`src/rtl/multibyte_add_seq_pkg.sv`:
```
// ---------------------------------------------------------------------------
// multibyte_add_seq_pkg
// Shared definitions for the sequential multi-precision adder/subtractor:
// FSM state encodings, byte width, and the operand-width default and legal
// range.
// ---------------------------------------------------------------------------
package multibyte_add_seq_pkg;

    localparam int BYTE           = 8;
    localparam int NBYTES_DEFAULT = 4;
    localparam int NBYTES_MIN     = 2;
    localparam int NBYTES_MAX     = 8;

    typedef enum logic [1:0] {
        IDLE = 2'd0,
        RUN  = 2'd1,
        DONE = 2'd2
    } state_t;

endpackage

```
`src/rtl/multibyte_add_seq_if.sv`:
```
// ---------------------------------------------------------------------------
// multibyte_add_seq_if
// Request/result bundle for multibyte_add_seq.
//   master : drives start, sub, ci, a, b; observes busy, done, y, c, n, v, z
//   slave  : the adder block itself (mirror of master)
// ---------------------------------------------------------------------------
interface multibyte_add_seq_if
    import multibyte_add_seq_pkg::*;
#(
    parameter int NBYTES = NBYTES_DEFAULT
) ();

    logic                   start;
    logic                   sub;
    logic                   ci;
    logic [BYTE*NBYTES-1:0] a;
    logic [BYTE*NBYTES-1:0] b;
    logic                   busy;
    logic                   done;
    logic [BYTE*NBYTES-1:0] y;
    logic                   c;
    logic                   n;
    logic                   v;
    logic                   z;

    modport master (
        output start, sub, ci, a, b,
        input  busy, done, y, c, n, v, z
    );

    modport slave (
        input  start, sub, ci, a, b,
        output busy, done, y, c, n, v, z
    );

endinterface

```
`src/rtl/multibyte_add_seq_adder.sv`:
```
// ---------------------------------------------------------------------------
// adder
// The shared 8-bit combinational adder with NZCV-style flags.
//   a, b : byte operands        ci : carry in
//   y    : sum byte             c  : carry out of bit 7
//   n    : y[7]                 v  : carry into bit 7 xor carry out
//   z    : y == 0
// ---------------------------------------------------------------------------
module adder (
    input  logic [7:0] a,
    input  logic [7:0] b,
    input  logic       ci,
    output logic [7:0] y,
    output logic       c,
    output logic       n,
    output logic       v,
    output logic       z
);

    logic [8:0] sum;
    logic       c_into_msb;

    assign sum        = {1'b0, a} + {1'b0, b} + {8'd0, ci};
    // The sum bit is a^b^carry_in, so the carry into bit 7 falls back out.
    assign c_into_msb = a[7] ^ b[7] ^ sum[7];

    assign y = sum[7:0];
    assign c = sum[8];
    assign n = sum[7];
    assign v = c_into_msb ^ sum[8];
    assign z = ~|sum[7:0];

endmodule

```
`src/rtl/multibyte_add_seq.sv`:
```
// ---------------------------------------------------------------------------
// multibyte_add_seq
// Wide add/subtract computed one byte per clock through a single 8-bit
// adder, with the inter-byte carry held in a register.
//   clk   : system clock, rising edge
//   rst_n : asynchronous active-low reset
//   bus   : slave side of multibyte_add_seq_if
//           start/sub/ci/a/b in; busy/done/y/c/n/v/z out (all registered)
// Result is valid from the done pulse, NBYTES+1 edges after acceptance.
// ---------------------------------------------------------------------------
module multibyte_add_seq
    import multibyte_add_seq_pkg::*;
#(
    parameter int NBYTES = NBYTES_DEFAULT
) (
    input  logic                  clk,
    input  logic                  rst_n,
    multibyte_add_seq_if.slave    bus
);

    localparam int W     = BYTE * NBYTES;
    localparam int IDX_W = $clog2(NBYTES);

    if (NBYTES < NBYTES_MIN || NBYTES > NBYTES_MAX) begin : g_bad_nbytes
        $error("multibyte_add_seq: NBYTES out of range");
    end

    state_t             state;
    logic [W-1:0]       a_r;
    logic [W-1:0]       b_r;     // already inverted when subtracting
    logic [W-1:0]       y_r;
    logic               carry_r;
    logic               zacc;    // AND of per-byte Z so far
    logic [IDX_W-1:0]   idx;
    logic               busy_r, done_r;
    logic               c_r, n_r, v_r, z_r;

    logic [BYTE-1:0]    add_a, add_b, add_y;
    logic               add_c, add_n, add_v, add_z;
    logic               last_byte;

    assign add_a     = a_r[idx*BYTE +: BYTE];
    assign add_b     = b_r[idx*BYTE +: BYTE];
    assign last_byte = (idx == IDX_W'(NBYTES - 1));

    adder u_adder (
        .a  (add_a),
        .b  (add_b),
        .ci (carry_r),
        .y  (add_y),
        .c  (add_c),
        .n  (add_n),
        .v  (add_v),
        .z  (add_z)
    );

    // NOTE: all state below uses non-blocking assignments so every register
    // samples pre-edge values; blocking here would let idx/carry_r updates
    // leak into the same edge's byte mux.
    always_ff @(posedge clk or negedge rst_n) begin
        if (!rst_n) begin
            state   <= IDLE;
            a_r     <= '0;
            b_r     <= '0;
            y_r     <= '0;
            carry_r <= 1'b0;
            zacc    <= 1'b0;
            idx     <= '0;
            busy_r  <= 1'b0;
            done_r  <= 1'b0;
            c_r     <= 1'b0;
            n_r     <= 1'b0;
            v_r     <= 1'b0;
            z_r     <= 1'b0;
        end else begin
            case (state)
                IDLE, DONE: begin
                    done_r <= 1'b0;
                    if (bus.start) begin
                        a_r     <= bus.a;
                        b_r     <= bus.sub ? ~bus.b : bus.b;
                        carry_r <= bus.ci;
                        idx     <= '0;
                        zacc    <= 1'b1;
                        busy_r  <= 1'b1;
                        state   <= RUN;
                    end else begin
                        state   <= IDLE;
                    end
                end

                RUN: begin
                    y_r[idx*BYTE +: BYTE] <= add_y;
                    carry_r <= add_c;
                    zacc    <= zacc & add_z;
                    if (last_byte) begin
                        c_r    <= add_c;
                        n_r    <= add_n;
                        v_r    <= add_v;
                        z_r    <= zacc & add_z;
                        busy_r <= 1'b0;
                        done_r <= 1'b1;
                        state  <= DONE;
                    end else begin
                        idx    <= idx + 1'b1;
                    end
                end

                default: begin
                    busy_r <= 1'b0;
                    done_r <= 1'b0;
                    state  <= IDLE;
                end
            endcase
        end
    end

    assign bus.busy = busy_r;
    assign bus.done = done_r;
    assign bus.y    = y_r;
    assign bus.c    = c_r;
    assign bus.n    = n_r;
    assign bus.v    = v_r;
    assign bus.z    = z_r;

endmodule

```
`src/flat_wrapper.sv`:
```
// flat-port wrapper written by rule: the top's interface ports become plain ports
module multibyte_add_seq_flat import multibyte_add_seq_pkg::*;
#(
    parameter int NBYTES = NBYTES_DEFAULT
)
  (clk, rst_n, bus_start, bus_sub, bus_ci, bus_a, bus_b, bus_busy, bus_done, bus_y, bus_c, bus_n, bus_v, bus_z);
  multibyte_add_seq_if #(.NBYTES(NBYTES)) bus_i ();
  input  logic clk;
  input  logic rst_n;
  input wire logic [$bits(bus_i.start)-1:0] bus_start;
  input wire logic [$bits(bus_i.sub)-1:0] bus_sub;
  input wire logic [$bits(bus_i.ci)-1:0] bus_ci;
  input wire logic [$bits(bus_i.a)-1:0] bus_a;
  input wire logic [$bits(bus_i.b)-1:0] bus_b;
  output wire logic [$bits(bus_i.busy)-1:0] bus_busy;
  output wire logic [$bits(bus_i.done)-1:0] bus_done;
  output wire logic [$bits(bus_i.y)-1:0] bus_y;
  output wire logic [$bits(bus_i.c)-1:0] bus_c;
  output wire logic [$bits(bus_i.n)-1:0] bus_n;
  output wire logic [$bits(bus_i.v)-1:0] bus_v;
  output wire logic [$bits(bus_i.z)-1:0] bus_z;
  assign bus_i.start = bus_start;
  assign bus_i.sub = bus_sub;
  assign bus_i.ci = bus_ci;
  assign bus_i.a = bus_a;
  assign bus_i.b = bus_b;
  assign bus_busy = bus_i.busy;
  assign bus_done = bus_i.done;
  assign bus_y = bus_i.y;
  assign bus_c = bus_i.c;
  assign bus_n = bus_i.n;
  assign bus_v = bus_i.v;
  assign bus_z = bus_i.z;
  multibyte_add_seq #(.NBYTES(NBYTES)) u_core (.clk(clk), .rst_n(rst_n), .bus(bus_i));
endmodule
```
`config.mk`:
```
export PLATFORM = sky130hd
export DESIGN_NAME = multibyte_add_seq_flat
export DESIGN_NICKNAME = d
export VERILOG_FILES = /design/src/rtl/multibyte_add_seq_pkg.sv /design/src/rtl/multibyte_add_seq_if.sv /design/src/rtl/multibyte_add_seq_adder.sv /design/src/rtl/multibyte_add_seq.sv /design/src/flat_wrapper.sv
export SDC_FILE = /design/constraint.sdc
export NUM_CORES = 1
export LEC_CHECK = 0
export CAP_MARGIN = 20
export CORE_MARGIN = 5
export CORE_UTILIZATION = 56
export DETAILED_ROUTE_END_ITERATION = 10
export PLACE_DENSITY = 0.95
export SYNTH_ARGS = -nofsm -noshare
export SYNTH_HDL_FRONTEND = slang
export SYNTH_HIERARCHICAL = 1
export SYNTH_SLANG_ARGS = --single-unit
```
`constraint.sdc`:
```
create_clock -name clk -period 8.03 [get_ports clk]
set_input_delay 0.803 -clock clk [delete_from_list [all_inputs] [get_ports clk]]
set_output_delay 0.803 -clock clk [all_outputs]
set_load 0.02 [all_outputs]
```
Yosys cells after proc, flatten, opt, wreduce, memory -nomap -nowiden
Cells that the tools add are included.
{"block": "word_totals", "regBits": 108, "in_bits": 69, "output_inout_bits": 38, "word_cells": 58}
{"block": "op_classes", "addsub": 4, "n_eq_ne": 6, "n_shift": 4, "n_mux": 16, "bitwise": 5, "n_reduce_logical": 10}
{"cell": "$shiftx 32x6->8", "n": 2}
{"cell": "$neg 5->34", "n": 1}
{"cell": "$shift 8x34->32 const A", "n": 1}
{"cell": "$shiftx 8x34->32", "n": 1}
{"cell": "$bwmux 32", "n": 1}
{"cell": "$mux 32", "n": 1}
{"cell": "$not 32->32", "n": 1}
{"cell": "$add 8x8->9", "n": 1}
{"cell": "$add 9x1->9", "n": 1}
{"cell": "$pmux 2 s2", "n": 2}
{"cell": "$reduce_and 2->1", "n": 4}
{"cell": "$reduce_or 8->1", "n": 1}
{"cell": "$mux 1", "n": 6}
{"cell": "$mux 2", "n": 3}
{"cell": "$pmux 1 s2", "n": 3}
{"cell": "$eq 2x2->1 const B", "n": 2}
{"cell": "$ne 2x2->1 const B", "n": 2}
{"cell": "$reduce_and 3->1", "n": 1}
{"cell": "$xor 1x1->1", "n": 3}
{"cell": "$add 2x1->2 const B", "n": 1}
{"cell": "$eq 2x1->1 const B", "n": 1}
{"cell": "$logic_not 2->1", "n": 1}
{"cell": "$ne 2x1->1 const B", "n": 1}
{"cell": "$reduce_bool 2->1", "n": 1}
{"cell": "3 further kinds", "n": 3}

Logic depth before layout (Yosys ltp)
Gate-level depths: netlist (run 1).
{"block": "logic_depth", "ltp_word": 7, "depth_mapped": 14}

Cells and area by module
The synthesis (run 1) kept the hierarchy.
{"mod": "multibyte_add_seq", "n_inst": 1, "cells_each": 402, "area_per_inst_um2": 4839.6}
{"mod": "adder", "n_inst": 1, "cells_each": 52, "area_per_inst_um2": 417.9}

Least setup slack after synthesis (run 1)
Ideal clock, no wire load.
{"block": "synth_path", "kind": "register to register", "from": "register u_core.idx[0]", "to": "register u_core.zacc", "setup_ps": 77, "arrival_time_ps": 3066, "required_time_ps": 7953, "path_slack_ps": 4887, "path_stages_with_launch": 14, "n_path_buf": 1, "path_cell_list": "dfrtp_1 > buf_4 > mux4_2 > inv_1 > fa_1 > inv_1 > fa_1 > a21o_1 > a221oi_2 > xnor2_1 > nor3_1 > nor4bb_2 > o21ai_0 > a21oi_1"}
{"block": "synth_via", "elab_chain_cells": 7, "elab_cells_between_ends": 8, "cone_classes": "add/sub: 2; shift: 2; mux: 1; bitwise: 1; reduce/logical: 2"}
{"element": "from (decl)", "line": "multibyte_add_seq.sv:34", "rtl": "logic [IDX_W-1:0] idx;"}
{"element": "from (signal assigned)", "line": "multibyte_add_seq.sv:105", "rtl": "idx <= idx + 1'b1;"}
{"element": "$shiftx 32x6->8", "line": "multibyte_add_seq.sv:43", "rtl": "assign add_b = b_r[idx*BYTE +: BYTE];"}
{"element": "via u_core.add_b[0]", "line": "multibyte_add_seq.sv:38", "rtl": "logic [BYTE-1:0] add_a, add_b, add_y;"}
{"element": "$add 8x8->9", "line": "multibyte_add_seq_adder.sv:23", "rtl": "assign sum = {1'b0, a} + {1'b0, b} + {8'd0, ci};"}
{"element": "$add 9x1->9", "line": "multibyte_add_seq_adder.sv:23"}
{"element": "via u_core.add_y[6]", "line": "multibyte_add_seq.sv:38"}
{"element": "$reduce_or 8->1", "line": "multibyte_add_seq_adder.sv:31", "rtl": "assign z = ~|sum[7:0];"}
{"element": "$logic_not 1->1", "line": "multibyte_add_seq_adder.sv:31"}
{"element": "via u_core.add_z", "line": "multibyte_add_seq.sv:39", "rtl": "logic add_c, add_n, add_v, add_z;"}
{"element": "$and 1x1->1", "line": "multibyte_add_seq.sv:95", "rtl": "zacc <= zacc & add_z;"}
{"element": "$pmux 1 s2", "line": "multibyte_add_seq.sv:76", "rtl": "case (state)"}
{"element": "to (signal assigned)", "line": "multibyte_add_seq.sv:95"}
{"element": "to (decl)", "line": "multibyte_add_seq.sv:33", "rtl": "logic zacc;"}
The timed path passes the listed nets, and every way through them passes these cells.
A chain may end at the register's enable or synchronous reset.

Worst setup path after layout (run 1)
{"block": "layout_path", "from": "register u_core.idx[0]", "to": "register u_core.zacc"}
{"block": "layout_via", "elab_chain_cells": 7, "elab_cells_between_ends": 8, "cone_classes": "add/sub: 2; shift: 2; mux: 1; bitwise: 1; reduce/logical: 2"}
{"element": "$shiftx 32x6->8", "line": "multibyte_add_seq.sv:42", "rtl": "assign add_a = a_r[idx*BYTE +: BYTE];"}
{"element": "via u_core.add_a[0]", "line": "multibyte_add_seq.sv:38"}
{"element": "$add 8x8->9", "line": "multibyte_add_seq_adder.sv:23"}
{"element": "$add 9x1->9", "line": "multibyte_add_seq_adder.sv:23"}
{"element": "via u_core.add_y[6]", "line": "multibyte_add_seq.sv:38"}
{"element": "$reduce_or 8->1", "line": "multibyte_add_seq_adder.sv:31"}
{"element": "$logic_not 1->1", "line": "multibyte_add_seq_adder.sv:31"}
{"element": "via u_core.add_z", "line": "multibyte_add_seq.sv:39"}
{"element": "$and 1x1->1", "line": "multibyte_add_seq.sv:95"}
{"element": "$pmux 1 s2", "line": "multibyte_add_seq.sv:76"}
The timed path passes the listed nets, and every way through them passes these cells.

==> impl_results.md, run 1 <==
* Top cell type's share of synthesized area at a little over 50%
* 1st-iter DRT viols at about 280
* WL/cell at 18.7 um
* RSZ-0062 raised after global routing: no
* Post-place setup slack at approximately 4.2 ns
* Total track usage at between 20% and 30%
* Setup crit start kind: flip-flop
* Yosys top cell by area: dfrtp_1
* Worst-path clk slew at roughly 0.1 ns
* Initial Utilization at 57.2%
* Peak VDD IR at between 0.2 and 0.3 mV
* Setup violations, final at 0
* Status: completed
* Post-Place Cells at approximately 650
* Slew Viols, Final at 0
* Worst setup EP type: flip-flop
* CP max FO at 16
* Cell Rows at 35
* CTS tree: built
* Grt total ovfl at 0
* Number of hold violations in the final report at 0
* Layout Cells excl Fill at around 660
* Die ar. at about 11,000 um2
* Synth-to-Final Area Change at 24.3%
* I/O pin count at 107
* Post-Syn Instances at between 400 and 500
* Reg2Reg Depth at 13
* Register area share after synthesis at 51.4%
* Total CTS buffers at 9
* Switch Pwr at 1.46 mW
* Power Internal at ~1.7 mW
* Leakage power total at around 2.7 nW
* Clock Path Buffers at 2
* Yosys cell types at 43
* Logic pwr share at around three fifths
* Drt total wl at between 10 and 15 mm
* Final core utilization at 71.1%
* Final Cycle Share at 49.0%
* Crit Path Class: reg2reg
* Die X at 107 um
* Setup_tns at 0 ns
* Clock power share at a little over a tenth
* Top cells by area, synth: dfrtp_1, mux4_2, nand2_1
* Root buffer cell: clkbuf_8
* Synthesized area per cell at around 12 um2
* Detailed-route via count at 3,893
* Transition time of the tightest slew-check pin at just under 1 ns
* CP Data Required Time at 8.33 ns
* Clock Latency Late Sink at 0.37 ns
* Cell Area, Synth at approximately 5300 um2
* Post-route ant nets at 0
* Chip height at 107 um
* Final Wtd Congestion at between 0.8 and 0.9
* Ant. Diodes at 0
* Share of cells above drive strength 1 at around 12%
* Data arrival, critical path at ~4.2 ns
* Fmax at approximately 0.25 GHz
* DRT Pass-1 Iters at 7
* Worst R2R Start: u_core/idx[0]
* Layout Nets at 630
* Sequential share of power at between 30% and 40%
* Sink Count at ~110
* H-tree levels at 3
* Sw frac at approximately 46%
* Yosys reg bits at between 100 and 150
* Initial antenna violation count at 0
* Port Buf Inserts at ~110
* Vias in the first global route at between 4k and 5k
* Postcts setup bufs at 0
* Most common cell after layout, fill and taps aside: dfrtp_1
* Most frequent cells in the layout: dfrtp_1, clkdlybuf4s50_1, nand2_1, o21ai_0, xnor2_1
* Reg2Reg Capture Point: u_core/zacc
* Gates resized, CTS repair at 0
* Final WS setup at 4.10 ns
* Detailed-route vias per instance at 5.87
* Core box area at approximately 9200 um2
* Reg2Reg Setup Slack at between 4 and 5 ns
* PwrDens at about 490 nW/um2
* Pwr Total at about 3.2 mW
* Clk_skew at 0.00935 ns
* First-pass GRT wire length at between 20 and 25 mm
* Max Cap Violations at 0
* Post-cts hold buffer count at 0
* Hold crit path type: in2async
* Syn nets at roughly 540
* Drt drc at 0
* Min Tclk post-route at roughly 4 ns
* Largest net degree at the start of global routing at 99
* Number of warnings issued by yosys at 6
* DP HPWL at roughly 9.1 mm
* Worst slew margin at between 30% and 40%
[Yosys cell counts, drive strengths merged]
library cell and n:
a2111oi 1, a211oi 1, a21boi 2, a21o 3, a21oi 5, a221oi 2, a22o 8, a311o 2
and3 1, buf 21, clkbuf 6, dfrtp 108, fa 2, ha 12, inv 10, mux2 35
mux2i 3, mux4 16, nand2 88, nand2b 2, nand3b 5, nand4bb 1, nor2 7, nor2b 3
nor3 4, nor3b 1, nor4 1, nor4b 2, nor4bb 2, o21a 1, o21ai 62, xnor2 35
xor2 2
[power by group through the flow]
| stage | combinational (mW) | sequential [mW] | clock (mW) |
|---|---|---|---|
| 2_1_floorplan | 1.23 | 0.981 | 0 |
| 3_3_place_gp | 1.67 | 0.956 | 0 |
| 3_5_place_dp | 1.80 | 0.981 | 0 |
| 4_1_cts | 1.83 | 0.970 | 0.338 |
| 5_1_grt | 2.00 | 0.999 | 0.359 |
| 6_report | 1.88 | 0.972 | 0.334 |
[layout make-up]
class,count,area (um2)
multi-input combinational,309,2380
sequential,108,2700
clock buffer,11,141
tap,111,139
timing repair buffer,109,1070
fill,609,2660
clock inverter,5,60.1
inverter,10,37.5
[worst max-delay path: stages (launching register included)]
cell and delay (ns):
dfrtp_1 0.57, buf_4 0.39, mux4_2 0.55, inv_1 0.09, fa_1 0.21, inv_1 0.06
fa_1 0.41, a21o_1 0.24, a221oi_2 0.34, xnor2_1 0.21, nor3_1 0.20, nor4bb_2 0.30
o21ai_0 0.14, a21oi_1 0.15
[registers in the layout (all words and copies together) (netlist names)]
signal           cells
u_core/carry_r       1
u_core/bus.done      1
u_core/bus.busy      1
u_core/bus.n         1
u_core/zacc          1
u_core/idx           2
u_core/bus.v         1
u_core/bus.y        32
u_core/a_r          32
u_core/bus.c         1
u_core/bus.z         1
u_core/state         2
u_core/b_r          32
[kinds of logic (layout without fill, tap and decap cells)]
family	count (synthesis)	in the layout	share of synthesized area [%]
flip-flops	108	108	51.4
AO/OA/AOI/OAI	87	87	9.73
adder cells (fa/ha/maj)	14	14	3.62
multiplexers	54	54	14.9
buffers and inverters	37	135	3.40
XOR/XNOR	37	37	6.16
AND/OR/NAND/NOR	117	117	10.8
[metal layers]
| metal | vias to the layer above | global-route usage (%) | wire (um) |
|---|---|---|---|
| met4 | 0 | 11.4 | 563 |
| met5 | - | 0 | 0 |
| met3 | 56 | 3.85 | 820 |
| met2 | 199 | 38.2 | 6100 |
| li1 | 1759 | - | - |
| met1 | 1879 | 28.2 | 4900 |
[stage by stage]
stage	hold slack, ns	area [um2]
floorplan	0.445	5260
global route	0.452	6540
CTS	0.435	6530
detailed placement	0.467	6330
finish	0.418	6540
global placement	0.457	6330
[worst max-delay path by stage]
stage,cells past startpoint,from,slack (ns),endpoint
2_1_floorplan,13,u_core/idx[0],4.89,u_core/zacc
3_3_place_gp,13,u_core/idx[0],4.44,u_core/zacc
3_5_place_dp,13,u_core/idx[0],4.20,u_core/zacc
4_1_cts,13,u_core/idx[0],4.16,u_core/zacc
5_1_grt,13,u_core/idx[0],3.84,u_core/zacc
6_report,13,u_core/idx[0],4.10,u_core/zacc
No activity file was read; power rests on OpenSTA's default activity.
==> run 2: changes to the inputs <==
--- a/config.mk
+++ b/config.mk
@@ -7,9 +7,9 @@
 export LEC_CHECK = 0
 export CAP_MARGIN = 20
 export CORE_MARGIN = 5
-export CORE_UTILIZATION = 56
+export CORE_UTILIZATION = 52
 export DETAILED_ROUTE_END_ITERATION = 10
-export PLACE_DENSITY = 0.95
+export PLACE_DENSITY = 0.92
 export SYNTH_ARGS = -nofsm -noshare
 export SYNTH_HDL_FRONTEND = slang
 export SYNTH_HIERARCHICAL = 1
==> constraint.sdc (replaced) <==
create_clock -name clk -period 3.8 [get_ports clk]
set_input_delay 0.38 -clock clk [delete_from_list [all_inputs] [get_ports clk]]
set_output_delay 0.38 -clock clk [all_outputs]
set_load 0.02 [all_outputs]
==> run 2 against run 1 <==
  * Sequential power up 110%
  * Critical path depth down 3
  * Hold slack better by 0.072 ns
  * Die area up 7.0%
  * Count of clock-buffer cells in the layout down 1
  * Clock power up 95%
  * Register-to-register slack worse by 3.7 ns
  * Sequential share of layout area down 0.49 points
  * Clock skew up 0.0044 ns
  * Power up 110%
  * Critical endpoint unchanged
==> impl_results.md, run 2 (synthesized netlist as in run 1, its figures left out) <==
* Status: completed
* Reg2Reg Depth at 10
* Final Wtd Congestion at 0.881
* Largest net degree at the start of global routing at around 100
* Logic pwr share at between 50 and 60%
* Port Buf Inserts at approximately 110
* DP HPWL at between 9 and 10 mm
* Drt drc at 0
* Power Internal at about 3.6 mW
* 1st-iter DRT viols at 184
* Sink Count at ~110
* I/O pin count at roughly 110
* Worst setup EP type: flip-flop
* Met2 GRT Util at 34.4%
* Worst R2R Start: u_core/idx[0]
* Clk_skew at approximately 0.014 ns
* Root buffer cell: clkbuf_8
* Post-cts hold buffer count at 0
* Data arrival, critical path at between 3 and 4 ns
* Vias in the first global route at about 4k
* CP Data Required Time at around 4.0 ns
* CP max FO at 9
* CTS tree: built
* Number of hold violations in the final report at 0
* Slew Viols, Final at 0
* Worst slew margin at between 30% and 40%
* Drt total wl at between 10 and 15 mm
* Fmax at 0.291 GHz
* First-pass GRT wire length at 19.9 mm
* Clock power share at 9.9%
* Chip height at between 100 and 150 um
* WL/cell at approximately 17 um
* Peak VDD IR at roughly 0.49 mV
* Postcts setup bufs at 0
* Sw frac at 45.4%
* Worst Setup SP: u_core/idx[0]
* PwrDens at about 1000 nW/um2
* H-tree levels at 3
* Setup_tns at 0 ns
* Total track usage at around a fifth
* Share of cells above drive strength 1 at between 10% and 20%
* Grt total ovfl at 0
* Reg2Reg Capture Point: u_core/zacc
* Min Tclk post-route at between 3 and 4 ns
* Die ar. at 12,200 um2
* Max Cap Violations at 0
* Sequential share of power at a little under a third
* Crit Path Class: reg2reg
* RSZ-0062 raised after global routing: no
* Clock Path Buffers at 2
* Ant. Diodes at 0
* Setup violations, final at 0
* Setup crit start kind: flip-flop
* Fillcell total at 743
* Synth-to-Final Area Change at 25.8%
* Gates resized, CTS repair at 0
* Transition time of the tightest slew-check pin at 0.963 ns
* Final core utilization at between 60% and 70%
* Initial antenna violation count at 0
* Reg2Reg Setup Slack at ~0.37 ns
* Post-route ant nets at 0
* Final Cycle Share at between 90 and 100%
* Layout Nets at approximately 640
* Cell Rows at 36
* Clock Latency Late Sink at around 0.37 ns
* Detailed-route via count at 3,797
* Core box area at a little under 10,000 um2
* Initial Utilization at a little over half
* Most common cell after layout, fill and taps aside: dfrtp_1
* Met1 global-route usage at between 20% and 30%
* DRT Pass-1 Iters at 5
* Top Usage Layer GRT: met2
* Hold crit path type: in2async
* Leakage power total at about 2.8 nW
* Switch Pwr at ~3 mW
* Worst-path clk slew at around 0.10 ns
* Worst Setup EP: u_core/zacc
* Total CTS buffers at 9
* Most frequent cells in the layout: dfrtp_1, clkdlybuf4s50_1, nand2_1, o21ai_0, xnor2_1
* Detailed-route vias per instance at around 5.5
* Die X at 111 um
* Met3 Usage GRT at between 4 and 5%
## run 2: area by class of cell
cell class                 instances  area (um2)  share of cell area [%]
clock buffer                      10         138                    2.08
clock inverter                     6        46.3                   0.700
inverter                          10        37.5                   0.567
multi-input combinational        309        2390                    36.1
sequential                       108        2700                    40.8
tap                              133         166                    2.52
timing repair buffer             114        1140                    17.2
## run 2: power by group through the flow
stage          Clock (mW)  Sequential, mW  Combinational [mW]
3_3_place_gp            0            2.03                3.61
2_1_floorplan           0            2.07                2.60
3_5_place_dp            0            2.05                3.81
6_report            0.651            2.03                3.92
4_1_cts             0.660            2.03                3.85
5_1_grt             0.719            2.08                4.19
## run 2: stage by stage
step	cell area [um2]	hold WS (ns)	power, mW	setup WS, ns	cells
6_report	6620	0.489	6.60	0.366	690
5_1_grt	6620	0.524	7.00	0.177	690
4_1_cts	6570	0.228	6.53	0.445	688
3_5_place_dp	6390	0.473	5.85	0.518	672
3_3_place_gp	6390	0.461	5.63	0.641	672
2_1_floorplan	5260	0.0844	4.67	0.657	454
## run 2: worst min-delay path by stage
stage / slack (ns) / cells past startpoint / to
after floorplan: 0.08 / 0 / u_core/a_r[0]
after global placement: 0.46 / 2 / u_core/b_r[15]
after detailed placement: 0.47 / 2 / u_core/b_r[4]
after CTS: 0.23 / 1 / u_core/a_r[1]
after global routing: 0.52 / 1 / u_core/a_r[23]
final: 0.49 / 2 / u_core/a_r[1]
## run 2: worst max-delay path, stage by stage (launching register included)
cell	delay, ns
dfrtp_1	0.49
buf_4	0.26
mux4_2	0.54
ha_1	0.40
a21o_1	0.24
a2111oi_0	0.66
mux2i_1	0.15
nand2_1	0.24
nor4bb_2	0.09
o21ai_0	0.17
a21oi_1	0.09
## run 2: metal layers
| layer | share of wire, % | wire length (um) |
|---|---|---|
| met1 | 40 | 4790 |
| met2 | 51 | 6130 |
| met3 | 6.0 | 717 |
| met4 | 3.2 | 381 |
| met5 | 0 | 0 |
==> run 3: changes to the inputs <==
--- a/config.mk
+++ b/config.mk
@@ -6,7 +6,7 @@
 export NUM_CORES = 1
 export LEC_CHECK = 0
 export CAP_MARGIN = 20
-export CORE_MARGIN = 5
+export CORE_MARGIN = 4
 export CORE_UTILIZATION = 52
 export DETAILED_ROUTE_END_ITERATION = 10
 export PLACE_DENSITY = 0.92
==> run 3 against run 2 <==
  * Count of clock-buffer cells in the layout unchanged
  * Worst setup slack worse by 0.025 ns
  * Critical path depth unchanged
  * Combinational power up 1%
  * Final area about the same
  * Power up 1.5%
  * Clock power up 11%
  * Sequential share of layout area about the same
  * Largest cell class unchanged
  * Largest power group unchanged
==> impl_results.md, run 3 (synthesized netlist as in run 1, its figures left out) <==
* Largest net degree at the start of global routing at 99
* Fmax at a little under 0.3 GHz
* Initial Utilization at 53.5%
* Max Cap Violations at 0
* Setup violations, final at 0
* Leakage power total at between 2 and 3 nW
* Transition time of the tightest slew-check pin at ~0.98 ns
* Uppermost layer routed: met4
* Core box area at around 10000 um2
* 1st-iter DRT viols at 311
* Met3 wire len at between 700 and 800 um
* Clk_skew at 0.0142 ns
* Worst Setup SP: u_core/idx[0]
* Setup_tns at 0 ns
* Cell Rows at 36
* DP HPWL at between 9 and 10 mm
* Data arrival, critical path at 3.76 ns
* Detailed-route via count at ~3.8k
* WL/cell at 17.4 um
* Final Wtd Congestion at between 0.8 and 0.9
* Die X at roughly 110 um
* Status: completed
* Worst-path clk slew at ~0.11 ns
* Hold Worst Slack at approximately 0.33 ns
* Share of cells above drive strength 1 at between 10% and 20%
* RSZ-0062 raised after global routing: no
* Reg2Reg Setup Slack at roughly 0.34 ns
* Worst R2R Start: u_core/idx[0]
* Slew Viols, Final at 0
* Drt drc at 0
* Most frequent cells in the layout: dfrtp_1, clkdlybuf4s50_1, nand2_1, o21ai_0, xnor2_1
* Die ar. at between 10,000 and 15,000 um2
* I/O pin count at about 110
* Worst slew margin at approximately a third
* Ant. Diodes at 0
* Fillcell total at 730
* Synth-to-Final Area Change at 25.9%
* Final Cell Area at around 6600 um2
* Postcts setup bufs at 0
* Met1 WL at roughly 5 mm
* Initial antenna violation count at 0
* Total track usage at between 20% and 30%
* Post-place setup slack at roughly 0.46 ns
* Clock Latency Late Sink at about 0.36 ns
* Gates resized, CTS repair at 0
* Final WS setup at between 0.3 and 0.4 ns
* Post-cts hold buffer count at 1
* Hold crit path type: in2async
* DRT Pass-1 Iters at 5
* Peak VDD IR at 0.541 mV
* Setup crit start kind: flip-flop
* First-pass GRT wire length at 19.7 mm
* Root buffer cell: clkbuf_8
* CP Data Required Time at ~4.1 ns
* Post-Place Cell Area at 6400 um2
* CP max FO at 9
* Port Buf Inserts at between 100 and 150
* Crit Path Class: reg2reg
* Grt total ovfl at 0
* Clock Path Buffers at 2
* Routed wl met2 at a little over 6 mm
* Detailed-route vias per instance at approximately 5.5
* Post-route ant nets at 0
* Drt total wl at 12.0 mm
* Pwr Total at roughly 6.7 mW
* Final Cycle Share at roughly nine tenths
* Chip height at 109 um
* Layout Nets at around 640
* Reg2Reg Depth at 10
* H-tree levels at 3
* CTS tree: built
* PwrDens at 1010 nW/um2
* Min Tclk post-route at around 3.5 ns
* Reg2Reg Capture Point: u_core/zacc
* Worst setup EP type: flip-flop
* Sink Count at 108
* Most common cell after layout, fill and taps aside: dfrtp_1
* Vias in the first global route at just under 4k
* Total CTS buffers at 9
* Number of hold violations in the final report at 0
## run 3: cell type report
| class | instances | area [um2] | area share (%) |
|---|---|---|---|
| inverters | 10 | 37.5 | 0.567 |
| well taps | 133 | 166 | 2.51 |
| repair buffers | 115 | 1120 | 16.9 |
| clock inverters | 6 | 78.8 | 1.19 |
| flip-flops and latches | 108 | 2700 | 40.8 |
| clock buffers | 10 | 128 | 1.93 |
| multi-input cells | 309 | 2380 | 36.0 |
## run 3: metal layers
metal	vias up	global-route usage (%)
li1	1770	-
met5	-	0
met4	0	4.87
met1	1858	27.7
met2	145	37.3
met3	22	4.18
## run 3: worst max-delay path: stages (launching register included)
cell and delay, ns:
dfrtp_1 0.49, buf_4 0.26, mux4_2 0.52, ha_1 0.43, and3_1 0.22, a21boi_0 0.37
mux2i_1 0.24, nand2_1 0.19, nor4bb_2 0.39, o21ai_0 0.14, a21oi_1 0.16
## run 3: worst max-delay path by stage
stage / end / slack [ns] / depth (start not counted)
floorplan: u_core/zacc / 0.66 / 13
global placement: u_core/zacc / 0.60 / 10
detailed placement: u_core/bus.z / 0.46 / 12
CTS: u_core/zacc / 0.35 / 10
global route: u_core/zacc / 0.07 / 10
finish: u_core/zacc / 0.34 / 10
## run 3: stage by stage
stage	util, %	cells
floorplan	-	454
global placement	65.1	673
detailed placement	65.1	673
CTS	67.3	690
global route	67.4	691
finish	67.4	691
## run 3: where the power goes
group | switching (mW) | internal [mW]
registers | 0.353 | 1.67
logic | 2.28 | 1.67
clock network | 0.401 | 0.321
